File: src/rtl/clock_pkg.sv
// Shared time-of-day constants, field widths and the countdown FSM state type.
// Also used by the clock24 and stopwatch stages.
package clock_pkg;

    localparam int HOURS_W = 5;
    localparam int MINS_W  = 6;
    localparam int SECS_W  = 6;

    localparam logic [SECS_W-1:0]  SECS_MAX  = 6'd59;
    localparam logic [MINS_W-1:0]  MINS_MAX  = 6'd59;
    localparam logic [HOURS_W-1:0] HOURS_MAX = 5'd23;

    typedef enum logic [1:0] {
        ST_IDLE    = 2'd0,
        ST_RUNNING = 2'd1,
        ST_PAUSED  = 2'd2,
        ST_EXPIRED = 2'd3
    } timer_state_e;

    function automatic logic [HOURS_W-1:0] clamp_hours(input logic [HOURS_W-1:0] value,
                                                       input logic [HOURS_W-1:0] limit);
        logic [HOURS_W-1:0] result;
        if (value > limit) begin
            result = limit;
        end else begin
            result = value;
        end
        return result;
    endfunction

    // Minutes and seconds share the same 0..59 range and width.
    function automatic logic [SECS_W-1:0] clamp_min_sec(input logic [SECS_W-1:0] value);
        logic [SECS_W-1:0] result;
        if (value > SECS_MAX) begin
            result = SECS_MAX;
        end else begin
            result = value;
        end
        return result;
    endfunction

endpackage

File: src/rtl/countdown_timer_hms_decrement.sv
// One-second borrow-chain decrement of an hh:mm:ss value, saturating at zero,
// with a flag telling whether the decremented value is 00:00:00.
module hms_decrement
    import clock_pkg::*;
(
    input  logic [HOURS_W-1:0] cur_hours,
    input  logic [MINS_W-1:0]  cur_mins,
    input  logic [SECS_W-1:0]  cur_secs,
    output logic [HOURS_W-1:0] dec_hours,
    output logic [MINS_W-1:0]  dec_mins,
    output logic [SECS_W-1:0]  dec_secs,
    output logic               dec_zero
);

    // Borrow chain: seconds, then minutes, then hours; zero stays zero.
    always_comb begin
        dec_hours = cur_hours;
        dec_mins  = cur_mins;
        dec_secs  = cur_secs;
        if (cur_secs != 6'd0) begin
            dec_secs = cur_secs - 6'd1;
        end else if (cur_mins != 6'd0) begin
            dec_mins = cur_mins - 6'd1;
            dec_secs = SECS_MAX;
        end else if (cur_hours != 5'd0) begin
            dec_hours = cur_hours - 5'd1;
            dec_mins  = MINS_MAX;
            dec_secs  = SECS_MAX;
        end else begin
            dec_hours = 5'd0;
            dec_mins  = 6'd0;
            dec_secs  = 6'd0;
        end
    end

    assign dec_zero = (dec_hours == 5'd0) && (dec_mins == 6'd0) && (dec_secs == 6'd0);

endmodule

File: src/rtl/countdown_timer.sv
// Presettable hh:mm:ss countdown timer with start/pause control and an expiry flag.
// Outputs drive the mode-3 input of the display mux directly.
module countdown_timer
    import clock_pkg::*;
#(
    parameter int unsigned MAX_HOURS = 23
) (
    input  logic               clk,
    input  logic               reset,
    input  logic               tick,
    input  logic               load,
    input  logic               start,
    input  logic               pause,
    input  logic [HOURS_W-1:0] hours_i,
    input  logic [MINS_W-1:0]  mins_i,
    input  logic [SECS_W-1:0]  secs_i,
    output logic [HOURS_W-1:0] hours,
    output logic [MINS_W-1:0]  mins,
    output logic [SECS_W-1:0]  secs,
    output logic               running,
    output logic               done
);

    localparam logic [HOURS_W-1:0] HOURS_LIMIT = HOURS_W'(MAX_HOURS);

    timer_state_e       state_r;
    timer_state_e       state_s;
    logic [HOURS_W-1:0] hours_r;
    logic [MINS_W-1:0]  mins_r;
    logic [SECS_W-1:0]  secs_r;
    logic [HOURS_W-1:0] hours_s;
    logic [MINS_W-1:0]  mins_s;
    logic [SECS_W-1:0]  secs_s;
    logic [HOURS_W-1:0] dec_hours_s;
    logic [MINS_W-1:0]  dec_mins_s;
    logic [SECS_W-1:0]  dec_secs_s;
    logic               dec_zero_s;
    logic               count_zero_s;

    hms_decrement u_dec (
        .cur_hours (hours_r),
        .cur_mins  (mins_r),
        .cur_secs  (secs_r),
        .dec_hours (dec_hours_s),
        .dec_mins  (dec_mins_s),
        .dec_secs  (dec_secs_s),
        .dec_zero  (dec_zero_s)
    );

    assign count_zero_s = (hours_r == 5'd0) && (mins_r == 6'd0) && (secs_r == 6'd0);

    // Next state and count; events are prioritised load > start > pause > tick.
    always_comb begin
        state_s = state_r;
        hours_s = hours_r;
        mins_s  = mins_r;
        secs_s  = secs_r;
        if (load) begin
            state_s = ST_IDLE;
            hours_s = clamp_hours(hours_i, HOURS_LIMIT);
            mins_s  = clamp_min_sec(mins_i);
            secs_s  = clamp_min_sec(secs_i);
        end else if (start) begin
            case (state_r)
                ST_IDLE, ST_PAUSED: begin
                    if (!count_zero_s) begin
                        state_s = ST_RUNNING;
                    end else begin
                        state_s = state_r;
                    end
                end
                default: state_s = state_r;
            endcase
        end else if (pause) begin
            if (state_r == ST_RUNNING) begin
                state_s = ST_PAUSED;
            end else begin
                state_s = state_r;
            end
        end else if (tick && (state_r == ST_RUNNING)) begin
            hours_s = dec_hours_s;
            mins_s  = dec_mins_s;
            secs_s  = dec_secs_s;
            // Expiry is entered on the same edge that the zero count appears.
            if (dec_zero_s) begin
                state_s = ST_EXPIRED;
            end else begin
                state_s = ST_RUNNING;
            end
        end else begin
            state_s = state_r;
        end
    end

    // State and count registers with synchronous reset.
    always_ff @(posedge clk) begin
        if (reset) begin
            state_r <= ST_IDLE;
            hours_r <= 5'd0;
            mins_r  <= 6'd0;
            secs_r  <= 6'd0;
        end else begin
            state_r <= state_s;
            hours_r <= hours_s;
            mins_r  <= mins_s;
            secs_r  <= secs_s;
        end
    end

    assign hours   = hours_r;
    assign mins    = mins_r;
    assign secs    = secs_r;
    assign running = (state_r == ST_RUNNING);
    assign done    = (state_r == ST_EXPIRED);

endmodule
File: config.mk
export PLATFORM = sky130hd
export DESIGN_NAME = countdown_timer
export DESIGN_NICKNAME = d
export VERILOG_FILES = /design/src/rtl/clock_pkg.sv /design/src/rtl/countdown_timer_hms_decrement.sv /design/src/rtl/countdown_timer.sv
export SDC_FILE = /design/constraint.sdc
export NUM_CORES = 1
export LEC_CHECK = 0
export CAP_MARGIN = 30
export CORE_MARGIN = 4
export CORE_UTILIZATION = 44
export DETAILED_ROUTE_END_ITERATION = 12
export PLACE_DENSITY = 0.84
export SKIP_CTS_REPAIR_TIMING = 1
export SYNTH_ARGS = -nofsm -noshare
export SYNTH_HDL_FRONTEND = slang
export SYNTH_SLANG_ARGS = --single-unit
File: constraint.sdc
create_clock -name clk -period 1.8 [get_ports clk]
set_input_delay 0.36 -clock clk [delete_from_list [all_inputs] [get_ports clk]]
set_output_delay 0.36 -clock clk [all_outputs]
set_load 0.02 [all_outputs]
==> results of run 1 <==
-- placed cells by master, fill, tap and decap left out, types with 3 or more instances in the layout --
cell type | Yosys | final
clkbuf_4 | 0 | 3
a211oi_1 | 8 | 5
nor2_1 | 20 | 20
a211oi_2 | 1 | 4
mux2i_1 | 5 | 5
dfxtp_2 | 0 | 7
nand4b_1 | 3 | 3
a21oi_1 | 18 | 16
ha_4 | 0 | 3
clkdlybuf4s50_1 | 0 | 27
nand3_1 | 8 | 7
a21o_1 | 3 | 3
buf_6 | 2 | 5
o21ai_0 | 7 | 6
dfxtp_1 | 19 | 10
inv_1 | 11 | 7
inv_2 | 0 | 3
nand2_1 | 13 | 13
o21a_1 | 4 | 4
nand4_1 | 6 | 6
dlymetal6s2s_1 | 0 | 14
buf_4 | 0 | 53
nor3_1 | 10 | 10
-- cell type report --
| class | instances | area [um2] | share of cell area |
|---|---|---|---|
| multi-input combinational | 161 | 1230 | 0.460 |
| inverter | 11 | 43.8 | 0.0163 |
| clock buffer | 4 | 26.3 | 0.00979 |
| sequential | 19 | 397 | 0.148 |
| timing repair buffer | 101 | 925 | 0.345 |
| tap | 46 | 57.6 | 0.0214 |
-- worst max-delay path, stage by stage (launching register included) --
cell and delay, ns:
dfxtp_2 0.34, or3_4 0.42, buf_12 0.14, nor4_4 0.42
a21boi_1 0.15, o31a_1 0.28, o31ai_2 0.17
-- through the flow --
step	power, mW	instance area (um2)	util
after floorplan	0.811	1650	-
after global placement	1.13	2470	0.730
after detailed placement	1.14	2470	0.730
after CTS	1.37	2500	0.738
after global routing	1.51	2680	0.792
final	1.45	2680	0.792
-- sequential cells by signal (all words and copies together), names as in the netlist --
name and cells:
state_r 2, mins 6, hours 5, secs 6
-- layer usage --
metal  up-vias  wire (um)  global-route usage
met2       137       3070               0.453
met4         0        129               0.104
met3        17        638              0.0591
met5         -          0                   0
met1       985       2410               0.348
li1        975          -                   -
-- power breakdown --
group | leakage, nW | internal, mW | total (mW) | switching (mW)
logic | 1.09 | 0.371 | 0.738 | 0.368
clock network | 0.0150 | 0.0870 | 0.235 | 0.148
registers | 0.161 | 0.448 | 0.475 | 0.0265
-- worst max path at each step --
stage / endpoint / slack (ns) / cells past startpoint / start
after floorplan: hours[2] / -0.10 / 8 / mins[1]
after global placement: hours[1] / -0.20 / 8 / start
after detailed placement: mins[4] / -0.26 / 5 / start
after CTS: mins[3] / -0.20 / 2 / mins[3]
after global routing: state_r[1] / -0.25 / 6 / secs[3]
final: state_r[1] / -0.21 / 6 / secs[3]
-- cells by family (layout without fill, tap and decap cells) --
kind of cell	count (synthesis)	after routing	share of synthesized area
and+or+nand+nor	88	88	0.335
AOI/OAI and AO/OA	65	65	0.296
buffers and inverters	25	116	0.0729
DFF	19	19	0.241
muxes	5	5	0.0317
adders and majority gates	3	3	0.0238
==> results by group, run 1 <==
Status
  • Result of the run: finished, violations left
  • Violated checks: negative setup slack

Floorplanning
  • Initial standard-cell utilization of the core: 0.466
  • Width of the die: 67.9 um
  • Die boundary height: 67.9 um
  • Core box area: 0.00339 mm2
  • Row count: 21
  • Number of primary I/O pins: 42
  • Die ar.: 0.00461 mm2

Power and ir drop
  • Maximum ir drop on the vdd rail: 0.000448 V
  • Total power density per cell area: 540 mW/mm2
  • Leakage power figure: 1.26 nW

Timing
  • Setup TNS Final: -1.57 ns
  • Setup violation total in the final timing report: 15
  • Slew at the pin closest to its max-slew limit: 0.462 ns
  • Hold violation total from the final report: 0
  • Number of pins with negative max-slew slack in the final report: 0
  • Highest clock rate: 498 MHz
  • Tightest slew margin relative to the limit: 0.689
  • Final critical path time including I/O delays and setup: 2.01 ns
  • RSZ-0062 raised after global routing: true
  • Hold_ws: 0.617 ns
  • Final worst setup slack: -0.207 ns
  • Share of the cycle needed by the critical path after routing: 1.11
  • Clock skew after layout: 0.00272 ns

Yosys
  • Dominant cells by area after synthesis: dfxtp_1 24%, a21oi_1 5.7%, nor2_1 4.8%, a211oi_1 3.8%, mux2i_1 3.2%
  • Post-synth design cell area: 0.00158 mm2
  • Most instantiated cells after synthesis: 20 x nor2_1, 19 x dfxtp_1, 18 x a21oi_1
  • Share of synthesized area occupied by flip-flops and latches: 0.241
  • Proportion of netlist area held by the largest area contributor: 0.241
  • Count of flip-flops with a built-in enable after synthesis: 0
  • Number of unique standard cell types used by synthesis: 57
  • Primary flip-flop cell chosen by synthesis mapping: dfxtp_1
  • Post-synthesis async set-or-reset flop share: 0
  • Number of synthesis warnings: 0
  • Number of synthesized register bits: 19
  • Library cell with the largest summed area after synthesis: dfxtp_1
  • Cell with the most instances after synthesis: nor2_1
  • Cells after Synth: 205
  • Syn avg cell area: 7.70 um2
  • Synth Net Count: 231

Place
  • Half-perimeter wire length after placement: 4660 um
  • Gpl congestion: 0.978
  • Cell Count Post-Placement: 334
  • Worst setup slack before clock tree synthesis: -0.263 ns
  • # port buffers: 41

Drt
  • First-pass detailed-route iteration total: 5
  • Drt total wl: 6250 um
  • Ratio of routed vias to standard cells: 6.18
  • Residual antenna-violating net count after detailed routing: 0
  • Number of remaining DRC errors: 0
  • Vias after detailed routing: 2114
  • Average wire per standard cell: 18.3 um
  • Iteration-0 DRC Markers: 189

GRT
  • Largest net degree at the start of global routing: 24
  • GRT overflow: 0
  • First-pass GRT wire length: 9450 um
  • Initial antenna violation count: 0
  • Overall track demand over capacity in global routing: 0.274
  • Via count of the first global-routing pass: 2016

Hold path
  • Worst min-delay path class: input port to flip-flop
  • Worst Hold End: mins[5]
  • Hold Path Cell Cnt: 3
  • Hold Crit Start: mins_i[5]

Setup path
  • Worst Reg2Reg Path Length in Cells: 6
  • Startpoint class of the critical path: flip-flop
  • Critical path required time: 2.05 ns
  • Startpoint of the worst-slack reg-to-reg timing path: secs[3]
  • Type of the worst setup path: flip-flop to flip-flop
  • Data arrival time of the worst path: 2.25 ns
  • Crit end category: flip-flop
  • Destination of the worst register-to-register timing path: state_r[1]
  • Biggest fanout along the worst timing path: 4
  • Setup slack, reg-to-reg: -0.21 ns

Finish
  • Number of standard cells in the layout, taps in and fillers out: 342
  • Filler instances: 211
  • Post-synthesis to final-layout area growth: 70.0%
  • Share of post-route cells with drive strength above 1: 0.361
  • Number of nets in the layout: 323
  • # diodes: 0

Clock network
  • CTS tree: yes
  • Total number of H-tree levels: 1
  • Bufs on Longest Clock Path: 2
  • Clock edge transition at the registers on the reported setup and hold paths: 0.11 ns
  • TritonCTS sink count: 19
  • Clock insertion delay at the later pin of the skew report: 0.32 ns
  • Number of buffers created by CTS: 3
  • Root Driver: clkbuf_4

Flow run
  • Max-capacitance violation count: 0
Note: power is estimated with default switching activity, not from simulation.
==> run 2: changes to the inputs <==
Settings changed: CORE_UTILIZATION 44 to 47, DONT_BUFFER_PORTS set to 1, PLACE_DENSITY 0.84 to 0.72.
Clock period 1.8 ns to 2.35 ns, I/O delays scaled along.
==> run 2 against run 1 <==
  * The run now ends clean
  * Sequential cell count unchanged
  * First-iteration DRC count down 44%
  * Count of clock-buffer cells in the layout did not move
  * Clock skew up 0.00064 ns
  * Fmax down 6.5%
  * Utilization decreased by 24 points
  * Sequential power shrank 22%
  * Critical path type unchanged
  * Largest cell class unchanged
  * Largest power group is now sequential cells
  * Highest routed layer unchanged
==> results by group, run 2 (synthesized netlist as in run 1, its figures left out) <==
Clock network
  • Bufs on Longest Clock Path: 2
  • Total number of H-tree levels: 1
  • CTS tree: yes
  • Clock edge transition at the registers on the reported setup and hold paths: 0.12 ns
  • Number of buffers created by CTS: 3
  • Clock insertion delay at the later pin of the skew report: 0.31 ns
  • TritonCTS sink count: 19
  • Root Driver: clkbuf_4

GRT
  • Overall track demand over capacity in global routing: 0.234
  • GRT overflow: 0
  • Initial antenna violation count: 0
  • Largest net degree at the start of global routing: 25
  • First-pass GRT wire length: 7940 um
  • Via count of the first global-routing pass: 1700

Drt
  • Ratio of routed vias to standard cells: 6.60
  • Iteration-0 DRC Markers: 106
  • Drt total wl: 4830 um
  • Vias after detailed routing: 1710
  • Number of remaining DRC errors: 0
  • First-pass detailed-route iteration total: 5
  • Average wire per standard cell: 18.7 um
  • Residual antenna-violating net count after detailed routing: 0

Setup path
  • Worst Reg2Reg Path Length in Cells: 6
  • Startpoint class of the critical path: flip-flop
  • Biggest fanout along the worst timing path: 7
  • Crit end category: flip-flop
  • Critical path required time: 2.58 ns
  • Type of the worst setup path: flip-flop to flip-flop
  • Data arrival time of the worst path: 2.38 ns

Finish
  • Area taken by multi-input logic gates: 0.00109 mm2
  • # diodes: 0
  • Commonest cells after routing, fill and taps aside: 20 x nor2_1, 20 x buf_4, 19 x dfxtp_1, 18 x a21oi_1, 13 x nand2_1
  • Share of post-route cells with drive strength above 1: 0.167
  • Design area: 0.00174 mm2
  • Sequential cell area in the final layout: 380 um2
  • Post-synthesis to final-layout area growth: 10.2%
  • Filler instances: 318
  • Number of nets in the layout: 242

Power and ir drop
  • Leakage power figure: 0.655 nW
  • Maximum ir drop on the vdd rail: 0.000280 V
  • Total power density per cell area: 488 mW/mm2

Timing
  • Setup TNS Final: 0 ns
  • Hold violation total from the final report: 0
  • Slew at the pin closest to its max-slew limit: 0.554 ns
  • Hold_ws: 0.207 ns
  • Highest clock rate: 466 MHz
  • Number of pins with negative max-slew slack in the final report: 0
  • RSZ-0062 raised after global routing: false
  • Share of the cycle needed by the critical path after routing: 0.913
  • Tightest slew margin relative to the limit: 0.630
  • Clock skew after layout: 0.00336 ns
  • Setup violation total in the final timing report: 0
  • Final critical path time including I/O delays and setup: 2.15 ns

Floorplanning
  • Number of primary I/O pins: 42
  • Die boundary height: 66.0 um
  • Core box area: 0.00313 mm2
  • Row count: 20
  • Width of the die: 66.0 um
  • Initial standard-cell utilization of the core: 0.505
  • Die ar.: 0.00435 mm2

Place
  • Half-perimeter wire length after placement: 3680 um
  • Placed standard-cell area: 0.00171 mm2
  • Gpl congestion: 0.952
  • # port buffers: 0

Hold path
  • Worst min-delay path class: input port to flip-flop
  • Hold Path Cell Cnt: 1

Status
  • Result of the run: complete, no violations

Flow run
  • Max-capacitance violation count: 0
-- run 2: area by class of cell --
class / count / share of cell area
Timing Repair Buffer: 20 / 0.0863
Sequential cell: 19 / 0.219
Multi-Input combinational cell: 161 / 0.625
Tap cell: 44 / 0.0316
Clock buffer: 4 / 0.0151
Inverter: 11 / 0.0237
-- run 2: power breakdown --
part	internal, mW	switching, mW
Combinational	0.120	0.180
Clock	0.0664	0.112
Sequential	0.342	0.0284
-- run 2: worst max-delay path, stage by stage, from the launching register on --
cell and delay (ns):
dfxtp_1 0.34, inv_1 0.06, ha_1 0.29, nor3b_2 0.43
nand3_1 0.20, or4_1 0.51, a311oi_1 0.25
-- run 2: metrics by stage --
| step | util | cells | worst slack [ns] | power, mW |
|---|---|---|---|---|
| after floorplan | - | 205 | 0.324 | 0.597 |
| final | 0.556 | 259 | 0.204 | 0.849 |
| after global routing | 0.556 | 259 | 0.0539 | 0.908 |
| after global placement | 0.547 | 255 | 0.312 | 0.665 |
| after CTS | 0.555 | 259 | 0.169 | 0.849 |
| after detailed placement | 0.547 | 255 | 0.219 | 0.670 |
-- run 2: final timing paths --
path,slack (ns),to,from
setup reg to reg,0.20,mins[4],mins[1]
hold / removal,0.21,hours[2],reset
hold reg to reg,0.58,secs[0],secs[0]
setup / recovery,0.20,mins[4],mins[1]
-- run 2: routing by layer --
metal  vias up  share of wire  GRT usage  wire length (um)
met5         -              0          0                 0
met4         0          0.022     0.0990               104
met3        12           0.10     0.0782               507
met2        85           0.47      0.369              2260
met1       810           0.40      0.290              1960
li1        803              -          -                 -
